$ cat src/rtl/alu_pkg.sv
// alu_pkg: shared types for the ALU issue stage.
//   - 4-bit ALU opcode encodings (AND, OR, ADD, SUB, SLT, NOR)
//   - RISC-V funct3 values the stage decodes
//   - decoded-entry struct {a, b, op, illegal} held in the skid buffer
//   - buffer occupancy states
// Entry operand fields are ALU_XLEN_MAX wide; modules with a narrower
// XLEN zero-extend into them and slice back out.
package alu_pkg;

    localparam int unsigned ALU_XLEN_MAX = 64;

    typedef enum logic [3:0] {
        OP_AND = 4'b0000,
        OP_OR  = 4'b0001,
        OP_ADD = 4'b0010,
        OP_SUB = 4'b0110,
        OP_SLT = 4'b0111,
        OP_NOR = 4'b1100
    } alu_op_e;

    localparam logic [2:0] F3_ADDSUB = 3'b000;
    localparam logic [2:0] F3_SLT    = 3'b010;
    localparam logic [2:0] F3_OR     = 3'b110;
    localparam logic [2:0] F3_AND    = 3'b111;

    typedef struct packed {
        logic [ALU_XLEN_MAX-1:0] a;
        logic [ALU_XLEN_MAX-1:0] b;
        alu_op_e                 op;
        logic                    illegal;
    } alu_entry_t;

    typedef enum logic [1:0] {
        ST_EMPTY = 2'd0,
        ST_ONE   = 2'd1,
        ST_FULL  = 2'd2
    } buf_state_e;

endpackage

$ cat src/rtl/alu_issue_decode.sv
// alu_issue_decode: combinational decode of funct3/funct7b5 into an ALU
// opcode plus operand selection.
// Ports:
//   funct3_i, funct7b5_i, is_imm_i  instruction fields
//   rs1_i, rs2_i, imm_i             XLEN-wide source operands
//   entry_o                         decoded entry; illegal entries carry
//                                   op=0000, a=b=0, illegal=1
module alu_issue_decode
    import alu_pkg::*;
#(
    parameter int unsigned XLEN = 64
) (
    input  logic [2:0]      funct3_i,
    input  logic            funct7b5_i,
    input  logic            is_imm_i,
    input  logic [XLEN-1:0] rs1_i,
    input  logic [XLEN-1:0] rs2_i,
    input  logic [XLEN-1:0] imm_i,
    output alu_entry_t      entry_o
);

    always_comb begin
        entry_o         = '0;
        entry_o.op      = OP_AND;
        entry_o.illegal = 1'b0;
        unique case (funct3_i)
            // For the immediate form bit 30 belongs to the immediate, so
            // is_imm always yields ADD and SUB can never be paired with it.
            F3_ADDSUB: entry_o.op = (!is_imm_i && funct7b5_i) ? OP_SUB : OP_ADD;
            F3_AND:    entry_o.op = OP_AND;
            F3_OR:     entry_o.op = OP_OR;
            F3_SLT:    entry_o.op = OP_SLT;
            default:   entry_o.illegal = 1'b1;
        endcase

        if (entry_o.illegal) begin
            entry_o.op = OP_AND;
        end else begin
            entry_o.a = ALU_XLEN_MAX'(rs1_i);
            entry_o.b = ALU_XLEN_MAX'(is_imm_i ? imm_i : rs2_i);
        end
    end

endmodule

$ cat src/rtl/alu_issue_stage.sv
// alu_issue_stage: decodes an ALU instruction and holds it in a 2-entry
// buffer (EMPTY/ONE/FULL) feeding the ALU with valid/ready handshakes.
// Ports:
//   clk, rst_n                       clock, async active-low reset
//   in_valid/in_ready, in_*          upstream instruction fields
//   out_valid/out_ready, out_*       head entry, driven straight from flops
//   illegal_cnt                      saturating count of accepted illegal
//                                    entries; only with ALU_ISSUE_ILLEGAL_CNT_EN
// in_ready is its own flop so out_ready has no combinational path to it,
// and so it stays low through reset and rises on the first edge after.
module alu_issue_stage
    import alu_pkg::*;
#(
    parameter int unsigned XLEN  = 64,
    parameter int unsigned CNT_W = 16
) (
    input  logic             clk,
    input  logic             rst_n,
    input  logic             in_valid,
    output logic             in_ready,
    input  logic [2:0]       in_funct3,
    input  logic             in_funct7b5,
    input  logic             in_is_imm,
    input  logic [XLEN-1:0]  in_rs1,
    input  logic [XLEN-1:0]  in_rs2,
    input  logic [XLEN-1:0]  in_imm,
    output logic             out_valid,
    input  logic             out_ready,
    output logic [XLEN-1:0]  out_a,
    output logic [XLEN-1:0]  out_b,
    output logic [3:0]       out_op,
    output logic             out_illegal
`ifdef ALU_ISSUE_ILLEGAL_CNT_EN
    ,
    output logic [CNT_W-1:0] illegal_cnt
`endif
);

    if (XLEN > ALU_XLEN_MAX || XLEN == 0 || CNT_W == 0) begin : g_cfg_err
        $error("alu_issue_stage: unsupported XLEN/CNT_W");
    end

    alu_entry_t dec_entry;
    alu_entry_t head_q, head_d;
    alu_entry_t tail_q, tail_d;
    buf_state_e state_q, state_d;
    logic       in_ready_q;
    logic       in_fire, out_fire;

    alu_issue_decode #(.XLEN(XLEN)) u_dec (
        .funct3_i   (in_funct3),
        .funct7b5_i (in_funct7b5),
        .is_imm_i   (in_is_imm),
        .rs1_i      (in_rs1),
        .rs2_i      (in_rs2),
        .imm_i      (in_imm),
        .entry_o    (dec_entry)
    );

    assign in_fire  = in_valid && in_ready_q;
    assign out_fire = out_valid && out_ready;

    always_comb begin
        state_d = state_q;
        head_d  = head_q;
        tail_d  = tail_q;
        unique case (state_q)
            ST_EMPTY: begin
                if (in_fire) begin
                    head_d  = dec_entry;
                    state_d = ST_ONE;
                end
            end
            ST_ONE: begin
                if (in_fire && out_fire) begin
                    head_d = dec_entry;
                end else if (in_fire) begin
                    tail_d  = dec_entry;
                    state_d = ST_FULL;
                end else if (out_fire) begin
                    state_d = ST_EMPTY;
                end
            end
            ST_FULL: begin
                // in_ready is low here, so in_fire cannot occur.
                if (out_fire) begin
                    head_d  = tail_q;
                    state_d = ST_ONE;
                end
            end
            default: state_d = ST_EMPTY;
        endcase
    end

    always_ff @(posedge clk or negedge rst_n) begin
        if (!rst_n) begin
            state_q    <= ST_EMPTY;
            in_ready_q <= 1'b0;
            head_q     <= '0;
            tail_q     <= '0;
        end else begin
            state_q    <= state_d;
            in_ready_q <= (state_d != ST_FULL);
            head_q     <= head_d;
            tail_q     <= tail_d;
        end
    end

    assign in_ready    = in_ready_q;
    assign out_valid   = (state_q != ST_EMPTY);
    assign out_a       = head_q.a[XLEN-1:0];
    assign out_b       = head_q.b[XLEN-1:0];
    assign out_op      = head_q.op;
    assign out_illegal = head_q.illegal;

`ifdef ALU_ISSUE_ILLEGAL_CNT_EN
    logic [CNT_W-1:0] illegal_cnt_q;

    always_ff @(posedge clk or negedge rst_n) begin
        if (!rst_n) begin
            illegal_cnt_q <= '0;
        end else if (in_fire && dec_entry.illegal && (illegal_cnt_q != '1)) begin
            illegal_cnt_q <= illegal_cnt_q + CNT_W'(1);
        end
    end

    assign illegal_cnt = illegal_cnt_q;
`endif

endmodule

$ cat config.mk
export PLATFORM = sky130hd
export DESIGN_NAME = alu_issue_stage
export DESIGN_NICKNAME = d
export VERILOG_FILES = /design/src/rtl/alu_pkg.sv /design/src/rtl/alu_issue_decode.sv /design/src/rtl/alu_issue_stage.sv
export SDC_FILE = /design/constraint.sdc
export NUM_CORES = 1
export LEC_CHECK = 0
export BUFFER_PORTS_ARGS = -buffer_cell sky130_fd_sc_hd__buf_2
export CAP_MARGIN = 20
export CELL_PAD_IN_SITES_DETAIL_PLACEMENT = 0
export CELL_PAD_IN_SITES_GLOBAL_PLACEMENT = 2
export CORE_MARGIN = 2
export CORE_UTILIZATION = 36
export CTS_CLUSTER_SIZE = 10
export DETAILED_ROUTE_END_ITERATION = 7
export PLACE_DENSITY_LB_ADDON = 0.1
export SLEW_MARGIN = 20
export SYNTH_ARGS = -nofsm -noshare
export SYNTH_HDL_FRONTEND = slang
export SYNTH_SLANG_ARGS = --single-unit
$ cat constraint.sdc
create_clock -name clk -period 3.2 [get_ports clk]
set_input_delay 0.32 -clock clk [delete_from_list [all_inputs] [get_ports clk]]
set_output_delay 0.32 -clock clk [all_outputs]
set_load 0.005 [all_outputs]
==> flow_metrics.py <==
metrics = {
    "sta": {
        "tns_ns": 0,
        "fin_crit_ns": 2.28,
        "clock-skew-final_ns": 0.00855,
        "setup_viol": 0,
        "max-slew-margin-rel_pct": 25.4,
        "setup_ws_ns": 0.924,
        "min_period_over_period_pct": 71.1,
        "report.final.slew_viol_count": 0,
        "max_freq_mhz": 439,
        "finalHoldViolCount": 0,
        "worst_pin_slew_ns": 1.12,
        "rsz0062_at_grt": "false",
    },
    "cts": {
        "cts_resized": 0,
        "clkSlewWorstSetupHoldPaths_ns": 0.06,
        "root_buffer": "clkbuf_16",
        "post-cts-setup-buffer-count": 0,
        "cts_sinks": 267,
        "cts_tree": "yes",
        "cts_buffers": 34,
        "htreeDepth": 2,
        "clockBufferDepth": 3,
        "clk_latency_ns": 0.50,
        "cts_hold_buf": 1,
    },
    "yosys": {
        "synth-edff-count": 0,
        "ys.flop_type": "dfrtp_1",
        "synth-seq-area-share_pct": 49.9,
        "syn_nets": 1500,
        "async_flop_share_pct": 100,
        "yosysWarnings": 0,
        "ys_types": 33,
        "ys_seq_elements": 267,
        "syn_inst": 1299,
        "yosysTopAreaCell": "dfrtp_1",
        "yosys-top-cells-count": "349 x o21ai_0, 267 x dfrtp_1, 129 x mux2i_1",
        "yosysMostFrequentCell": "o21ai_0",
        "yosysTopAreaCellShare_pct": 49.9,
        "syn_area_um2": 13400,
        "synth.avg_cell_area_um2": 10.3,
        "synthTopCellsByArea": "dfrtp_1 50%, o21ai_0 13%, mux2i_1 9.6%, mux2_2 5.6%, o211ai_1 3.6%",
    },
    "critical_path": {
        "r2r-end": "out_a[35]$_DFFE_PN0P_",
        "cp.arrival_ns": 2.64,
        "reg2reg_from": "state_q[1]$_DFF_PN0_",
        "rr_worst_depth": 4,
        "cp-start-kind": "register",
        "critPathRequiredTime_ns": 3.57,
        "crit_type": "register to register",
        "cp_max_fo": 30,
        "r2r_slack_ns": 0.92,
        "cp-end-kind": "register",
    },
    "global_route": {
        "antenna_found_initial": 6,
        "grt_use_total_pct": 21.8,
        "first_global_vias": 11200,
        "grt_max_degree": 199,
        "grt_pass1_wl_mm": 66.7,
        "gr-total-overflow": 0,
    },
    "drt": {
        "num_vias": 11300,
        "wl_per_cell_um": 21.3,
        "drc_errors": 0,
        "vias_per_cell": 5.56,
        "postRouteAntennaNets": 0,
        "firstDrtPassIters": 5,
        "wirelength_mm": 43.3,
        "drt_iter0_markers": 743,
    },
    "layout": {
        "final_area_um2": 16300,
        "syn2layout_area_growth_pct": 21.7,
        "final_cells": 2030,
        "nets": 1746,
        "fin_util_pct": 44.5,
        "final_layout_size_suffix_gt1_share_pct": 31.7,
    },
    "min_path": {
        "min_to": "tail_q[90]$_DFFE_PN0P_",
        "whs_path_depth": 3,
        "hold_start": "in_rs1[21]",
        "hold_class": "input port to register",
    },
    "power": {
        "leakagePower_uw": 0.00764,
        "p_per_area_nw_per_um2": 846,
        "ir_worst_vdd_uv": 467,
    },
    "placement": {
        "port_buffers": 334,
        "dp_hpwl_mm": 25.2,
        "dp_slack_ns": 0.932,
        "globalplace.congestion": 0.727,
        "placed_area_um2": 15200,
        "dp.cells": 1976,
    },
    "floorplanning": {
        "die_area_um2": 38700,
        "die_x_um": 197,
        "core-area_um2": 36600,
        "dieHeight_um": 197,
        "io_pins": 336,
        "num_rows": 70,
        "initial_utilization_pct": 36.6,
    },
    "job": {
        "drv_cap": 0,
    },
    "status": {
        "status": "completed",
    },
}
-- final cells by class --
cell class	count	area [um2]
Clock inverter	2	35.0
Inverter	1	3.75
Fill cell	3609	20300
Multi-Input combinational cell	878	5930
Clock buffer	49	1010
Sequential cell	267	6680
Tap cell	468	586
Timing Repair Buffer	363	2040
Antenna cell	2	5.00
-- cells in the final DEF, fill, tap and decap left out, types with 2 or more instances in the layout --
| cell | instances |
|---|---|
| a211oi_1 | 57 |
| a211oi_2 | 11 |
| a21o_1 | 2 |
| a31oi_1 | 68 |
| and3b_2 | 2 |
| buf_12 | 11 |
| buf_2 | 333 |
| buf_4 | 17 |
| clkbuf_1 | 8 |
| clkbuf_16 | 37 |
| clkbuf_8 | 4 |
| dfrtp_1 | 267 |
| diode_2 | 2 |
| mux2_2 | 66 |
| mux2i_1 | 129 |
| nand2_1 | 71 |
| nand2_4 | 2 |
| nand3b_1 | 2 |
| nor2b_1 | 2 |
| o211ai_1 | 65 |
| o21ai_0 | 349 |
| o21ai_1 | 38 |
-- report_power, final --
group / total [uW] / leakage, uW / internal (uW) / switching [uW]
sequential: 5820 / 0.00341 / 4950 / 865
clock: 3690 / 0.000512 / 2250 / 1440
combinational: 4270 / 0.00372 / 1860 / 2410
total: 13800 / 0.00764 / 9060 / 4710
-- worst max-delay path, cell delays in order, from the launching register on --
cell	delay (ns)
dfrtp_1	0.47
nand3b_1	0.28
o21ai_4	0.82
buf_4	0.42
a31oi_1	0.12
-- flip-flops by register name, indices dropped and copies added (netlist names) --
name         count
out_op           3
tail_q         132
out_illegal      1
state_q          2
out_b           64
in_ready         1
out_a           64
-- layer usage --
layer  wire, um  vias up  track usage (%)
met4        823        6             5.26
met3       2520       57             4.21
met5         37        -                0
met1      20300     5612             31.2
met2      19600      308             34.1
li1           -     5306                -
-- metrics by stage --
| stage | total power (uW) | hold WS [ns] |
|---|---|---|
| after floorplan | 8250 | 0.0244 |
| after global placement | 10100 | 0.353 |
| after detailed placement | 10200 | 0.355 |
| after CTS | 14000 | 0.0535 |
| after global routing | 14700 | 0.0743 |
| final | 13800 | 0.0843 |
-- worst max path at each step --
stage | cells past startpoint | slack [ns] | endpoint | from
after global placement | 4 | 0.98 | out_a[27]$_DFFE_PN0P_ | state_q[1]$_DFF_PN0_
final | 4 | 0.92 | out_a[35]$_DFFE_PN0P_ | state_q[1]$_DFF_PN0_
after global routing | 4 | 0.76 | out_a[35]$_DFFE_PN0P_ | state_q[1]$_DFF_PN0_
after floorplan | 5 | 1.76 | out_a[0]$_DFFE_PN0P_ | state_q[1]$_DFF_PN0_
after detailed placement | 4 | 0.93 | tail_q[60]$_DFFE_PN0P_ | state_q[1]$_DFF_PN0_
after CTS | 4 | 0.92 | tail_q[64]$_DFFE_PN0P_ | state_q[1]$_DFF_PN0_
-- cell families (layout without fill, tap and decap cells) --
logic type | after synthesis | in the layout | synth area share (%)
AO/OA/AOI/OAI | 593 | 593 | 25.8
buffers and inverters | 154 | 415 | 6.08
flip-flops | 267 | 267 | 49.9
multiplexers | 195 | 195 | 15.2
other | 1 | 3 | 0.0280
AND/OR/NAND/NOR | 89 | 89 | 3.01
(Power assumes the default switching activity.)
